$ cat src/rtl/if_fetch_stage.sv
// RV32 instruction-fetch stage: owns the PC, runs a one-outstanding req/gnt/rvalid fetch and buffers words in a small queue.
// Optional IF_FETCH_NOP_EN: invalid IF/ID slots present addi x0,x0,0 at pc 0 so decode may ignore valid.
module if_fetch_stage #(
    parameter int unsigned      WIDTH    = 32,
    parameter int unsigned      DEPTH    = 2,
    parameter logic [WIDTH-1:0] RESET_PC = '0
) (
    input  logic             clk_in,
    input  logic             rst_n_in,
    input  logic             stall_in,
    input  logic             flush_in,
    input  logic [WIDTH-1:0] redirect_pc_in,
    output logic             imem_req_out,
    output logic [WIDTH-1:0] imem_addr_out,
    input  logic             imem_gnt_in,
    input  logic             imem_rvalid_in,
    input  logic [WIDTH-1:0] imem_rdata_in,
    output logic             ifid_valid_out,
    output logic [WIDTH-1:0] ifid_pc_out,
    output logic [WIDTH-1:0] ifid_instr_out
);
    localparam int unsigned      PTR_W      = $clog2(DEPTH);
    localparam int unsigned      CNT_W      = PTR_W + 1;
    localparam logic [CNT_W-1:0] FULL_CNT   = CNT_W'(DEPTH);
    localparam logic [WIDTH-1:0] ALIGN_MASK = ~WIDTH'(3);
    localparam logic [WIDTH-1:0] NOP_INSTR  = WIDTH'(32'h0000_0013);
`ifdef IF_FETCH_NOP_EN
    localparam logic [WIDTH-1:0] IFID_RST_INSTR = NOP_INSTR;
`else
    localparam logic [WIDTH-1:0] IFID_RST_INSTR = '0;
`endif

    typedef enum logic [1:0] {S_IDLE, S_REQ, S_WAIT, S_DROP} state_t;

    state_t           state_q, state_d;
    logic [WIDTH-1:0] pc_q, pc_d;
    logic [WIDTH-1:0] issued_pc_q, issued_pc_d;
    logic [WIDTH-1:0] q_pc_q [DEPTH];
    logic [WIDTH-1:0] q_pc_d [DEPTH];
    logic [WIDTH-1:0] q_instr_q [DEPTH];
    logic [WIDTH-1:0] q_instr_d [DEPTH];
    logic [PTR_W-1:0] wr_ptr_q, wr_ptr_d;
    logic [PTR_W-1:0] rd_ptr_q, rd_ptr_d;
    logic [CNT_W-1:0] count_q, count_d;
    logic             ifid_valid_q, ifid_valid_d;
    logic [WIDTH-1:0] ifid_pc_q, ifid_pc_d;
    logic [WIDTH-1:0] ifid_instr_q, ifid_instr_d;
    logic             req;
    logic             pop;
    logic             push;
    logic [CNT_W-1:0] count_after_pop;

    always_comb begin
        pop             = !flush_in && !stall_in && (count_q != '0);
        push            = (state_q == S_WAIT) && imem_rvalid_in && !flush_in;
        count_after_pop = count_q - CNT_W'(pop);
    end

    // Fetch FSM; a flush always wins and either re-requests or drains the in-flight response.
    always_comb begin
        state_d     = state_q;
        pc_d        = pc_q;
        issued_pc_d = issued_pc_q;
        req         = 1'b0;
        case (state_q)
            S_IDLE: begin
                if (flush_in || (count_after_pop < FULL_CNT)) begin
                    state_d = S_REQ;
                end
            end
            S_REQ: begin
                req = 1'b1;
                if (imem_gnt_in) begin
                    pc_d        = pc_q + WIDTH'(4);
                    issued_pc_d = pc_q;
                    state_d     = flush_in ? S_DROP : S_WAIT;
                end
            end
            S_WAIT: begin
                if (flush_in) begin
                    state_d = imem_rvalid_in ? S_REQ : S_DROP;
                end else if (imem_rvalid_in) begin
                    state_d = ((count_after_pop + CNT_W'(1)) < FULL_CNT) ? S_REQ : S_IDLE;
                end
            end
            S_DROP: begin
                if (imem_rvalid_in) begin
                    state_d = S_REQ;
                end
            end
            default: state_d = S_IDLE;
        endcase
        if (flush_in) begin
            pc_d = redirect_pc_in & ALIGN_MASK;
        end
    end

    always_comb begin
        q_pc_d    = q_pc_q;
        q_instr_d = q_instr_q;
        wr_ptr_d  = wr_ptr_q;
        rd_ptr_d  = rd_ptr_q;
        count_d   = count_q;
        if (flush_in) begin
            wr_ptr_d = '0;
            rd_ptr_d = '0;
            count_d  = '0;
        end else begin
            if (push) begin
                q_pc_d[wr_ptr_q]    = issued_pc_q;
                q_instr_d[wr_ptr_q] = imem_rdata_in;
                wr_ptr_d            = wr_ptr_q + PTR_W'(1);
            end
            if (pop) begin
                rd_ptr_d = rd_ptr_q + PTR_W'(1);
            end
            count_d = count_q + CNT_W'(push) - CNT_W'(pop);
        end
    end

    always_comb begin
        ifid_valid_d = ifid_valid_q;
        ifid_pc_d    = ifid_pc_q;
        ifid_instr_d = ifid_instr_q;
        if (flush_in || (!stall_in && (count_q == '0))) begin
            ifid_valid_d = 1'b0;
`ifdef IF_FETCH_NOP_EN
            ifid_pc_d    = '0;
            ifid_instr_d = NOP_INSTR;
`endif
        end else if (!stall_in) begin
            ifid_valid_d = 1'b1;
            ifid_pc_d    = q_pc_q[rd_ptr_q];
            ifid_instr_d = q_instr_q[rd_ptr_q];
        end
    end

    always_ff @(posedge clk_in or negedge rst_n_in) begin
        if (!rst_n_in) begin
            state_q      <= S_IDLE;
            pc_q         <= RESET_PC & ALIGN_MASK;
            issued_pc_q  <= '0;
            wr_ptr_q     <= '0;
            rd_ptr_q     <= '0;
            count_q      <= '0;
            ifid_valid_q <= 1'b0;
            ifid_pc_q    <= '0;
            ifid_instr_q <= IFID_RST_INSTR;
            for (int unsigned i = 0; i < DEPTH; i++) begin
                q_pc_q[i]    <= '0;
                q_instr_q[i] <= '0;
            end
        end else begin
            state_q      <= state_d;
            pc_q         <= pc_d;
            issued_pc_q  <= issued_pc_d;
            wr_ptr_q     <= wr_ptr_d;
            rd_ptr_q     <= rd_ptr_d;
            count_q      <= count_d;
            ifid_valid_q <= ifid_valid_d;
            ifid_pc_q    <= ifid_pc_d;
            ifid_instr_q <= ifid_instr_d;
            q_pc_q       <= q_pc_d;
            q_instr_q    <= q_instr_d;
        end
    end

    assign imem_req_out   = req;
    assign imem_addr_out  = pc_q;
    assign ifid_valid_out = ifid_valid_q;
    assign ifid_pc_out    = ifid_pc_q;
    assign ifid_instr_out = ifid_instr_q;

endmodule

$ cat config.mk
export PLATFORM = sky130hd
export DESIGN_NAME = if_fetch_stage
export DESIGN_NICKNAME = d
export VERILOG_FILES = /design/src/rtl/if_fetch_stage.sv
export SDC_FILE = /design/constraint.sdc
export NUM_CORES = 1
export LEC_CHECK = 0
export BUFFER_PORTS_ARGS = -buffer_cell sky130_fd_sc_hd__clkbuf_2
export CORE_MARGIN = 2
export CORE_UTILIZATION = 50
export CTS_CLUSTER_DIAMETER = 100
export DETAILED_ROUTE_END_ITERATION = 10
export MAX_ROUTING_LAYER = met4
export PLACE_DENSITY = 0.82
export SETUP_SLACK_MARGIN = 0.15
export SLEW_MARGIN = 10
export SYNTH_ARGS = -nofsm -noshare
export SYNTH_HDL_FRONTEND = slang
export SYNTH_SLANG_ARGS = --single-unit
export TNS_END_PERCENT = 30
$ cat constraint.sdc
create_clock -name clk_in -period 2.85 [get_ports clk_in]
set_input_delay 0.4275 -clock clk_in [delete_from_list [all_inputs] [get_ports clk_in]]
set_output_delay 0.4275 -clock clk_in [all_outputs]
set_load 0.05 [all_outputs]
==> flow_summary_export.csv <==
group,metric,value,unit
synthesis,ys_top_cells_by_area,"dfrtp_1, mux2_2, mux2i_1, a21oi_1, nor2_1",
critical_path,reg2reg_to,"imem_addr_out[21]",
finish,syn_to_final_growth,19.1,%
place,place_ws,522,ps
route,dr.pass1.iters,5,
synthesis,synth_enable_flop_cells,0,
critical_path,slowest_stage,"or4_1",
critical_path,crit_end,"imem_addr_out[21]",
clocking,root_buffer,"clkbuf_16",
global_route,antenna_found_initial,0,
synthesis,synthArstFlopShare,100,%
critical_path,cp.required,3300,ps
synthesis,yosys.area.top_type_share,59.0,%
power_and_ir_drop,cellLeakagePower,5.95,nW
floorplan,core_region_area,21000,sq um
power_and_ir_drop,pwr_density_cell,1070,nW/um^2
timing,hold_viol,0,
clocking,clk_path_buf_depth,3,
timing,fin_skew,23.3,ps
synthesis,syn_inst,847,
timing,finalCritPeriodShare,81.6,%
global_route,overflow,0,
power_and_ir_drop,seq_power_share,41.5,%
power_and_ir_drop,p_switching,0.00516,W
place,place.gp.congestion,0.806,
route,via_count,7192,
critical_path,cp-end-kind,"flop",
synthesis,synth_most_common_cell,"dfrtp_1",
power_and_ir_drop,vdd_drop_max,0.000719,V
synthesis,synth_compound_area_share,6.06,%
critical_path,crit_type,"flop to flop",
synthesis,yosysWarningCount,0,
critical_path,reg2reg_depth,6,
synthesis,synth_top_flop_cell,"dfrtp_1",
timing,tightest_slew,685,ps
synthesis,synth_area,10700,sq um
synthesis,synth_area_leader_cell,"dfrtp_1",
finish,drive_gt1_share,37.4,%
route,viasPerCell,5.54,
min_path,min_path_type,"input port to flop",
place,portBuffers,161,
floorplan,dieArea,22700,sq um
global_route,grt_pass1_wl,37400,um
route,wl_per_cell,17.9,um
floorplan,rows,53,
synthesis,synth_xor_area_share,1.39,%
critical_path,r2r-start,"state_q[1]",
global_route,grt_max_degree,129,
power_and_ir_drop,p_int,0.00851,W
synthesis,synth_fa_ha_area_share,0.932,%
synthesis,yosysSeqAreaShare,59.0,%
clocking,cts.sinks,253,
route,wirelength,23300,um
floorplan,die_w,151,um
timing,fin_crit,2330,ps
timing,setup_viol,0,
route,drt_iter0_drc,373,
timing,tns,0,ps
finish,stdcell_count,1299,
finish,fin_nets,1083,
place,hpwl,15300,um
global_route,grt_pass1_vias,7327,
synthesis,ys_types,46,
clocking,htree_levels,1,
critical_path,critPathMaxStageDelay,520,ps
power_and_ir_drop,pwr-share-comb,32.8,%
timing,maxSlewHeadroom,54.3,%
critical_path,cp-start-kind,"flop",
timing,clock.fmax,430,MHz
route,antenna_left,0,
route,drc,0,
clocking,cts_buffers,27,
synthesis,synthMuxAreaShare,22.2,%
floorplan,die_h,151,um
clocking,cts_tree,"done",
power_and_ir_drop,switching_share,37.8,%
timing,whs,101,ps
floorplan,num_io_pins,168,
outcome,status,"finished clean",
synthesis,synth_top_family_by_area,"multiplexers",
power_and_ir_drop,clock_power_share,25.6,%
synthesis,synth-simple-area-share,7.92,%
critical_path,cp_cell_sequence,"inv_1, ha_1, and4_1, nand4_2, or4_1, a31oi_1",
clocking,clk_latency,530,ps
timing,rsz0062_at_grt,"no",
power_and_ir_drop,power,0.0137,W
critical_path,rrSetupSlack,520,ps
timing,layout_setup_ws,523,ps
critical_path,path_max_fanout,8,
synthesis,ys_seq_elements,253,
timing,slew_violations,0,
critical_path,arrival,2780,ps
finish,n_antenna_cell,0,
clocking,cts.clk_slew.worst_paths,60,ps
flow_run,cap_violations,0,
global_route,track_usage,21.2,%
synthesis,synth.top_cells.by_count,"dfrtp_1, mux2_2, nor2_1",
floorplan,start_util,51.1,%
synthesis,syn_avg_cell_area,12.7,sq um
critical_path,startpoint,"state_q[1]",
place,placedCellCount,1250,
## logic make-up (layout without fill, tap and decap cells)
group / after synthesis / in the layout
multiplexers: 219 / 219
other: 1 / 4
AO/OA/AOI/OAI: 116 / 116
buffers and inverters: 60 / 234
XOR/XNOR: 17 / 17
AND/OR/NAND/NOR: 173 / 173
flip-flops: 253 / 253
adder cells (fa/ha/maj): 8 / 8
## power groups by stage
stage | registers [W] | clock network (W) | logic (W)
after floorplan | 0.00716 | 0 | 0.00183
after global routing | 0.00584 | 0.00376 | 0.00482
after CTS | 0.00568 | 0.00357 | 0.00454
final | 0.00568 | 0.00351 | 0.00449
after detailed placement | 0.00573 | 0 | 0.00451
after global placement | 0.00564 | 0 | 0.00439
## placed cells by master, fill, tap and decap left out, types with 4 or more instances in the layout
cell type	n
clkbuf_2	160
mux2_1	9
buf_12	6
xor2_1	11
nand3_1	8
nor2_1	82
or3_1	6
ha_1	8
nand2_1	29
nand4_1	10
dfrtp_1	252
a31oi_1	14
buf_4	10
clkinv_2	10
o21ai_0	18
xnor2_1	6
a21oi_1	65
clkbuf_16	27
mux2i_1	64
inv_1	7
o31ai_1	9
or4_1	10
mux2_2	146
conb_1	4
## routing by layer
layer  global-route usage [%]  up-vias  share of wire (%)  wire [um]
li1                         -     3329                  -          -
met1                     28.3     3602                 44      10300
met2                     34.2      226                 48      11100
met3                     3.48       35                6.1       1430
met4                     5.24        0                1.8        421
met5                        -        -                  0          0
## registers in the layout (all words and copies together), names as in the netlist
name / count
q_instr_q: 64
q_pc_q: 60
ifid_instr_out: 32
ifid_pc_out: 30
imem_addr_out: 30
issued_pc_q: 30
count_q: 2
state_q: 2
ifid_valid_out: 1
rd_ptr_q: 1
wr_ptr_q: 1
## worst min-delay path by stage
stage	start	endpoint	slack, ps	depth (start not counted)
after floorplan	rst_n_in	count_q[0]	130	0
after global placement	rst_n_in	ifid_instr_out[13]	450	1
after detailed placement	rst_n_in	ifid_instr_out[13]	450	1
after CTS	redirect_pc_in[14]	imem_addr_out[14]	80	3
after global routing	redirect_pc_in[14]	imem_addr_out[14]	110	3
final	redirect_pc_in[14]	imem_addr_out[14]	100	3
## what timing repair did
item	CTS	global route
resized for setup	0	0
hold buffers	1	0
endpoints found under the hold margin	71	0
setup endpoints to repair	0	0
setup buffers	0	0
## worst max-delay path: cells and delay by family (launching register included)
| kind | cells | cell delay, ps |
|---|---|---|
| compound gates | 1 | 170 |
| fa+ha+maj | 1 | 330 |
| buf+inv | 1 | 90 |
| flops | 1 | 410 |
| simple gates | 3 | 1240 |
## metrics by stage
stage	utilization, %	cell area, sq um
after floorplan	-	10800
after global placement	56.5	11900
after detailed placement	56.5	11900
after CTS	60.8	12800
after global routing	60.8	12800
final	60.8	12800
## cell type report
| type | instances | area, sq um |
|---|---|---|
| sequential | 253 | 6330 |
| clock buffer | 31 | 721 |
| multi-input combinational | 537 | 4160 |
| fill | 1628 | 8230 |
| tap | 275 | 344 |
| inverter | 8 | 30.0 |
| clock inverter | 17 | 176 |
| timing repair buffer | 178 | 1020 |
Power figures use the tool's default switching activity.
